**src/rtl/k423_if_fetch_q_if.sv**
```systemverilog
// Fetch-queue bus bundle: memory request/response channel and decode-side handshake.
// master is the fetch queue, slave is the memory/decode environment.
interface k423_if_fetch_q_if #(
  parameter int unsigned ADDR_W = 32,
  parameter int unsigned INST_W = 32
);
  logic              mem_req_vld_o;
  logic              mem_req_rdy_i;
  logic [ADDR_W-1:0] mem_req_addr_o;
  logic              mem_rsp_vld_i;
  logic [INST_W-1:0] mem_rsp_rdata_i;
  logic              inst_vld_o;
  logic              inst_rdy_i;
  logic [ADDR_W-1:0] inst_pc_o;
  logic [INST_W-1:0] inst_o;

  modport master (
    output mem_req_vld_o, mem_req_addr_o, inst_vld_o, inst_pc_o, inst_o,
    input  mem_req_rdy_i, mem_rsp_vld_i, mem_rsp_rdata_i, inst_rdy_i
  );

  modport slave (
    input  mem_req_vld_o, mem_req_addr_o, inst_vld_o, inst_pc_o, inst_o,
    output mem_req_rdy_i, mem_rsp_vld_i, mem_rsp_rdata_i, inst_rdy_i
  );
endinterface

```
**src/rtl/k423_if_fetch_q.sv**
```systemverilog
// Instruction fetch queue: credit-limited request issue, in-order response capture,
// redirect handling that drops responses still in flight when a flush arrives.
module k423_if_fetch_q #(
  parameter int unsigned       ADDR_W   = 32,
  parameter int unsigned       INST_W   = 32,
  parameter int unsigned       DEPTH    = 4,
  parameter int unsigned       MAX_OS   = 2,
  parameter logic [ADDR_W-1:0] RESET_PC = 32'h8000_0000
) (
  input  logic              clk_i,
  input  logic              rst_n_i,
  input  logic              flush_i,
  input  logic [ADDR_W-1:0] flush_pc_i,
  input  logic              stall_i,
  k423_if_fetch_q_if.master bus
);

  localparam int unsigned       PtrW   = $clog2(DEPTH);
  localparam int unsigned       CntW   = $clog2(DEPTH + 1);
  localparam logic [CntW:0]     DepthL = (CntW + 1)'(DEPTH);
  localparam logic [CntW-1:0]   MaxOsL = CntW'(MAX_OS);
  localparam logic [ADDR_W-1:0] PcInc  = ADDR_W'(4);

  logic [ADDR_W-1:0] fetch_pc_q, fetch_pc_d;
  logic [ADDR_W-1:0] rsp_pc_q, rsp_pc_d;
  logic [CntW-1:0]   os_cnt_q, os_cnt_d;
  logic [CntW-1:0]   q_cnt_q, q_cnt_d;
  logic [CntW-1:0]   drop_cnt_q, drop_cnt_d;
  logic [PtrW-1:0]   wr_ptr_q, wr_ptr_d;
  logic [PtrW-1:0]   rd_ptr_q, rd_ptr_d;

  logic [ADDR_W-1:0] pc_mem   [DEPTH];
  logic [INST_W-1:0] inst_mem [DEPTH];

  logic [CntW:0] credit_use;
  logic          req_vld;
  logic          req_acc;
  logic          rsp_vld;
  logic          dropping;
  logic          rsp_keep;
  logic          pop;

  // Counting queued plus in-flight entries guarantees every response has a free slot.
  assign credit_use = {1'b0, os_cnt_q} + {1'b0, q_cnt_q};
  assign req_vld    = rst_n_i & ~flush_i & ~stall_i & (os_cnt_q < MaxOsL) &
                      (credit_use < DepthL);
  assign req_acc    = req_vld & bus.mem_req_rdy_i;
  assign rsp_vld    = bus.mem_rsp_vld_i;
  assign dropping   = (drop_cnt_q != '0);
  assign rsp_keep   = rsp_vld & ~dropping & ~flush_i;
  assign pop        = (q_cnt_q != '0) & bus.inst_rdy_i & ~flush_i;

  always_comb begin
    fetch_pc_d = fetch_pc_q;
    rsp_pc_d   = rsp_pc_q;
    q_cnt_d    = q_cnt_q;
    drop_cnt_d = drop_cnt_q;
    wr_ptr_d   = wr_ptr_q;
    rd_ptr_d   = rd_ptr_q;
    // Outstanding count tracks the bus, so it keeps counting across a flush.
    os_cnt_d   = os_cnt_q + CntW'(req_acc) - CntW'(rsp_vld);

    if (flush_i) begin
      fetch_pc_d = flush_pc_i;
      rsp_pc_d   = flush_pc_i;
      q_cnt_d    = '0;
      wr_ptr_d   = '0;
      rd_ptr_d   = '0;
      drop_cnt_d = os_cnt_q - CntW'(rsp_vld);
    end else begin
      if (req_acc) fetch_pc_d = fetch_pc_q + PcInc;
      if (rsp_vld && dropping) drop_cnt_d = drop_cnt_q - CntW'(1);
      if (rsp_keep) begin
        rsp_pc_d = rsp_pc_q + PcInc;
        wr_ptr_d = wr_ptr_q + PtrW'(1);
      end
      if (pop) rd_ptr_d = rd_ptr_q + PtrW'(1);
      q_cnt_d = q_cnt_q + CntW'(rsp_keep) - CntW'(pop);
    end
  end

  always_ff @(posedge clk_i or negedge rst_n_i) begin
    if (!rst_n_i) begin
      fetch_pc_q <= RESET_PC;
      rsp_pc_q   <= RESET_PC;
      os_cnt_q   <= '0;
      q_cnt_q    <= '0;
      drop_cnt_q <= '0;
      wr_ptr_q   <= '0;
      rd_ptr_q   <= '0;
    end else begin
      fetch_pc_q <= fetch_pc_d;
      rsp_pc_q   <= rsp_pc_d;
      os_cnt_q   <= os_cnt_d;
      q_cnt_q    <= q_cnt_d;
      drop_cnt_q <= drop_cnt_d;
      wr_ptr_q   <= wr_ptr_d;
      rd_ptr_q   <= rd_ptr_d;
    end
  end

  always_ff @(posedge clk_i) begin
    if (rsp_keep) begin
      pc_mem[wr_ptr_q]   <= rsp_pc_q;
      inst_mem[wr_ptr_q] <= bus.mem_rsp_rdata_i;
    end
  end

  assign bus.mem_req_vld_o  = req_vld;
  assign bus.mem_req_addr_o = fetch_pc_q;
  assign bus.inst_vld_o     = (q_cnt_q != '0);
  assign bus.inst_pc_o      = pc_mem[rd_ptr_q];
  assign bus.inst_o         = inst_mem[rd_ptr_q];

endmodule

```
**src/flat_wrapper.sv**
```systemverilog
// flat-port wrapper written by rule: the top's interface ports become plain ports
module k423_if_fetch_q_flat 
#(
  parameter int unsigned       ADDR_W   = 32,
  parameter int unsigned       INST_W   = 32,
  parameter int unsigned       DEPTH    = 4,
  parameter int unsigned       MAX_OS   = 2,
  parameter logic [ADDR_W-1:0] RESET_PC = 32'h8000_0000
)
  (clk_i, rst_n_i, flush_i, flush_pc_i, stall_i, bus_mem_req_vld_o, bus_mem_req_addr_o, bus_inst_vld_o, bus_inst_pc_o, bus_inst_o, bus_mem_req_rdy_i, bus_mem_rsp_vld_i, bus_mem_rsp_rdata_i, bus_inst_rdy_i);
  k423_if_fetch_q_if #(.ADDR_W(ADDR_W), .INST_W(INST_W)) bus_i ();
  input  logic clk_i;
  input  logic rst_n_i;
  input  logic flush_i;
  input  logic [ADDR_W-1:0] flush_pc_i;
  input  logic stall_i;
  output wire logic [$bits(bus_i.mem_req_vld_o)-1:0] bus_mem_req_vld_o;
  output wire logic [$bits(bus_i.mem_req_addr_o)-1:0] bus_mem_req_addr_o;
  output wire logic [$bits(bus_i.inst_vld_o)-1:0] bus_inst_vld_o;
  output wire logic [$bits(bus_i.inst_pc_o)-1:0] bus_inst_pc_o;
  output wire logic [$bits(bus_i.inst_o)-1:0] bus_inst_o;
  input wire logic [$bits(bus_i.mem_req_rdy_i)-1:0] bus_mem_req_rdy_i;
  input wire logic [$bits(bus_i.mem_rsp_vld_i)-1:0] bus_mem_rsp_vld_i;
  input wire logic [$bits(bus_i.mem_rsp_rdata_i)-1:0] bus_mem_rsp_rdata_i;
  input wire logic [$bits(bus_i.inst_rdy_i)-1:0] bus_inst_rdy_i;
  assign bus_mem_req_vld_o = bus_i.mem_req_vld_o;
  assign bus_mem_req_addr_o = bus_i.mem_req_addr_o;
  assign bus_inst_vld_o = bus_i.inst_vld_o;
  assign bus_inst_pc_o = bus_i.inst_pc_o;
  assign bus_inst_o = bus_i.inst_o;
  assign bus_i.mem_req_rdy_i = bus_mem_req_rdy_i;
  assign bus_i.mem_rsp_vld_i = bus_mem_rsp_vld_i;
  assign bus_i.mem_rsp_rdata_i = bus_mem_rsp_rdata_i;
  assign bus_i.inst_rdy_i = bus_inst_rdy_i;
  k423_if_fetch_q #(.ADDR_W(ADDR_W), .INST_W(INST_W), .DEPTH(DEPTH), .MAX_OS(MAX_OS), .RESET_PC(RESET_PC)) u_core (.clk_i(clk_i), .rst_n_i(rst_n_i), .flush_i(flush_i), .flush_pc_i(flush_pc_i), .stall_i(stall_i), .bus(bus_i));
endmodule
```
**config.mk**
```make
export PLATFORM = sky130hd
export DESIGN_NAME = k423_if_fetch_q_flat
export DESIGN_NICKNAME = d
export VERILOG_FILES = /design/src/rtl/k423_if_fetch_q_if.sv /design/src/rtl/k423_if_fetch_q.sv /design/src/flat_wrapper.sv
export SDC_FILE = /design/constraint.sdc
export NUM_CORES = 1
export LEC_CHECK = 0
export ABC_AREA = 0
export CORE_ASPECT_RATIO = 0.7
export CORE_UTILIZATION = 40
export DETAILED_ROUTE_END_ITERATION = 10
export SYNTH_ARGS = -nofsm -noshare
export SYNTH_HDL_FRONTEND = slang
export SYNTH_SLANG_ARGS = --single-unit
```
**constraint.sdc**
```tcl
create_clock -name clk_i -period 3.2 [get_ports clk_i]
set_input_delay 0.32 -clock clk_i [delete_from_list [all_inputs] [get_ports clk_i]]
set_output_delay 0.32 -clock clk_i [all_outputs]
set_load 0.05 [all_outputs]
```
==> reports/metrics.csv <==
metric,value,unit
area growth from synthesis to layout,25.97,%
Residual DRC,0,
CP endpoint kind,output port,
DRT Wirelength,29580,um
main combinational cell family by area after synthesis,multiplexers,
clock buffer depth,3,
Leakage,5.749,nW
Overflow after GRT,0,
fin area,0.01691,mm2
Core Area,0.03269,mm2
CTS root buf,clkbuf_16,
synthesized area per cell,17.07,um2
cts-stage hold buffer count,1,
Sink Count,333,
first-pass GRT wire length,46780,um
"Req. time, crit path",2.88,ns
final hold violations,0,
PwrDens,750.2,mW/mm2
total vias in the final route,7724,
Worst R2R Start,u_core.q_cnt_q[2]$_DFF_PN0_,
Post-DP Area,0.01583,mm2
layout cell share with drive strength beyond 1,0.1553,
Final TNS setup,0,ns
initial antenna violation count,1,
fmax,0.3367,GHz
HPWL reported at the end of detailed placement,19330,um
WL/cell,20.57,um
Final Skew,0.02259,ns
Die Area,0.03430,mm2
Die W,220.9,um
# Post-CTS Setup Buffers,0,
# setup viols final,0,
post-synthesis simple-gate area fraction,0.06591,
1st-iter DRT viols,614,
number of max-cap violations,0,
headroom to the max-slew limit,0.2787,
status,finished clean,
port bufs,168,
RSZ-0062 raised after global routing,no,
"Reg clk slew, reported paths",0.06,ns
Hold Path Class,primary input to flip-flop,
Place WS,0.4992,ns
mux share of post-synthesis cell area,0.1162,
WHS,0.3847,ns
"Slew Viols, Final",0,
Top Ports,169,
xor and xnor area share after synthesis,0.02806,
ANT cells,0,
synthesized cell area,0.01342,mm2
"most common cell after layout, fill and taps aside",edfxtp_1,
row count,55,
setup ws final,0.2298,ns
vias per cell,5.371,
Worst Hold Launch,flush_pc_i[8],
Final Cycle Share,0.9282,
largest net degree at the start of global routing,68,
Total GRT Usage,0.1774,
Yosys cell types,43,
Peak VDD IR,0.5346,mV
register area share after synthesis,0.7166,
Slew @ Worst Pin,1.078,ns
DRT Pass-1 Iters,5,
Critical Path Start,u_core.rd_ptr_q[1]$_DFFE_PN0P_,
CTS Buf Count,34,
clock latency on the worst-skew pair,0.51,ns
Final Critical Period,2.970,ns
post-cts resize count,0,
adder-cell share of the synthesized area,0.01883,
Final ANT Viol Nets,0,
Syn Inst Count,786,
CTS tree,done,
vias in the first global route,7881,
final core occ,0.5172,
arrival time worst endpoint,2.65,ns
Crit Path Max Fanout,25,
syn nets,876,
Chip Height,155.3,um
Synth Area in Compound Gates,0.03869,
Seq cells post-synth,333,
Initial Utilization,0.4106,
Crit Path Category,flip-flop to output port,
gpl congestion,0.8171,
total number of yosys warnings,0,
H-tree depth,2,
most frequent cells in the layout,"edfxtp_1 (256), clkdlybuf4s50_1 (166), dfrtp_1 (73), mux4_2 (64), nand2_1 (49)",
Final nets,1078,
Setup crit start kind,flip-flop,
fillers,2661,
## synth_stat cells, drive strengths merged
cell | n | area share
a21oi | 12 | 0.0045
a31o | 1 | 0.00065
a31oi | 6 | 0.0028
a41oi | 1 | 0.00065
and2 | 6 | 0.0028
and3 | 10 | 0.0047
and4 | 1 | 0.00065
buf | 12 | 0.0037
clkbuf | 18 | 0.0050
dfrtp | 75 | 0.14
dfstp | 2 | 0.0039
edfxtp | 256 | 0.57
fa | 2 | 0.0030
ha | 17 | 0.016
inv | 25 | 0.0070
mux2 | 6 | 0.0050
mux2i | 5 | 0.0037
mux4 | 64 | 0.11
nand2 | 49 | 0.014
nand2b | 1 | 0.00047
nand3 | 30 | 0.011
nand3b | 2 | 0.0011
nand4 | 25 | 0.012
nand4b | 2 | 0.0013
nand4bb | 1 | 0.00084
nor2 | 28 | 0.0078
nor2b | 1 | 0.00047
nor3 | 5 | 0.0019
nor3b | 1 | 0.00056
nor4 | 4 | 0.0023
o211ai | 11 | 0.0062
o21ai | 45 | 0.017
o311ai | 11 | 0.0072
or3 | 5 | 0.0023
or4 | 2 | 0.0014
or4b | 1 | 0.00075
xnor2 | 14 | 0.0091
xor2 | 29 | 0.019
## routing by layer
layer / vias up / GRT usage / wire [um]
li1: 3498 / - / -
met1: 3973 / 0.2661 / 14100
met2: 212 / 0.2628 / 13230
met3: 41 / 0.03909 / 1805
met4: 0 / 0.04329 / 444
met5: - / 0 / 0
## kinds of logic after synthesis
family,count (synthesis)
muxes,75
DFF,333
buffers and inverters,55
AOI/OAI and AO/OA,87
xor gates and xnor gates,43
adders and majority gates,19
and+or+nand+nor,174
## worst paths after layout
check	to	slack, ns	cells after the start
min in group asynchronous	u_core.bus.mem_req_addr_o[13]$_DFFE_PN0P_	0.40	3
max in group asynchronous	u_core.rd_ptr_q[0]$_DFFE_PN0P_	1.58	4
worst max-delay path	bus_inst_o[23]	0.23	3
worst min register to register	u_core.bus.mem_req_addr_o[31]$_DFFE_PN1P_	0.53	2
worst min-delay path	u_core.rsp_pc_q[8]$_DFFE_PN0N_	0.38	3
worst max register to register	u_core.bus.mem_req_addr_o[14]$_DFFE_PN0P_	0.48	6
## where the power goes
group	switching [mW]	internal [mW]
Clock	1.56	2.23
Combinational	2.21	1.47
Sequential	0.260	4.95
Total	4.03	8.65
## flip-flops by register name, indices dropped and copies added, names as in the netlist
name and count:
u_core.bus.mem_req_addr_o 32, u_core.drop_cnt_q 3, u_core.inst_mem 128, u_core.os_cnt_q 3
u_core.pc_mem 128, u_core.q_cnt_q 3, u_core.rd_ptr_q 2, u_core.rsp_pc_q 32
u_core.wr_ptr_q 2
## stage by stage
| stage | instances | total power [mW] |
|---|---|---|
| 2_1_floorplan | 786 | 7.736 |
| 3_3_place_gp | 1378 | 9.001 |
| 3_5_place_dp | 1378 | 9.016 |
| 4_1_cts | 1438 | 12.84 |
| 5_1_grt | 1438 | 13.23 |
| 6_report | 1438 | 12.68 |
## final cells by class
| class | instances | area, um2 | share of cell area |
|---|---|---|---|
| multi-input cells | 398 | 3602 | 0.2131 |
| clock buffers | 51 | 996.0 | 0.05891 |
| flip-flops and latches | 333 | 9624 | 0.5693 |
| well taps | 427 | 534.3 | 0.03160 |
| inverters | 25 | 93.84 | 0.005551 |
| clock inverters | 8 | 67.56 | 0.003997 |
| repair buffers | 196 | 1987 | 0.1175 |
## critical path, stage by stage, from the launching register on
cell and delay (ns):
dfrtp_4 0.70, buf_4 0.34, mux4_2 0.35, clkdlybuf4s50_1 0.73
No activity file was read; power rests on OpenSTA's default activity.
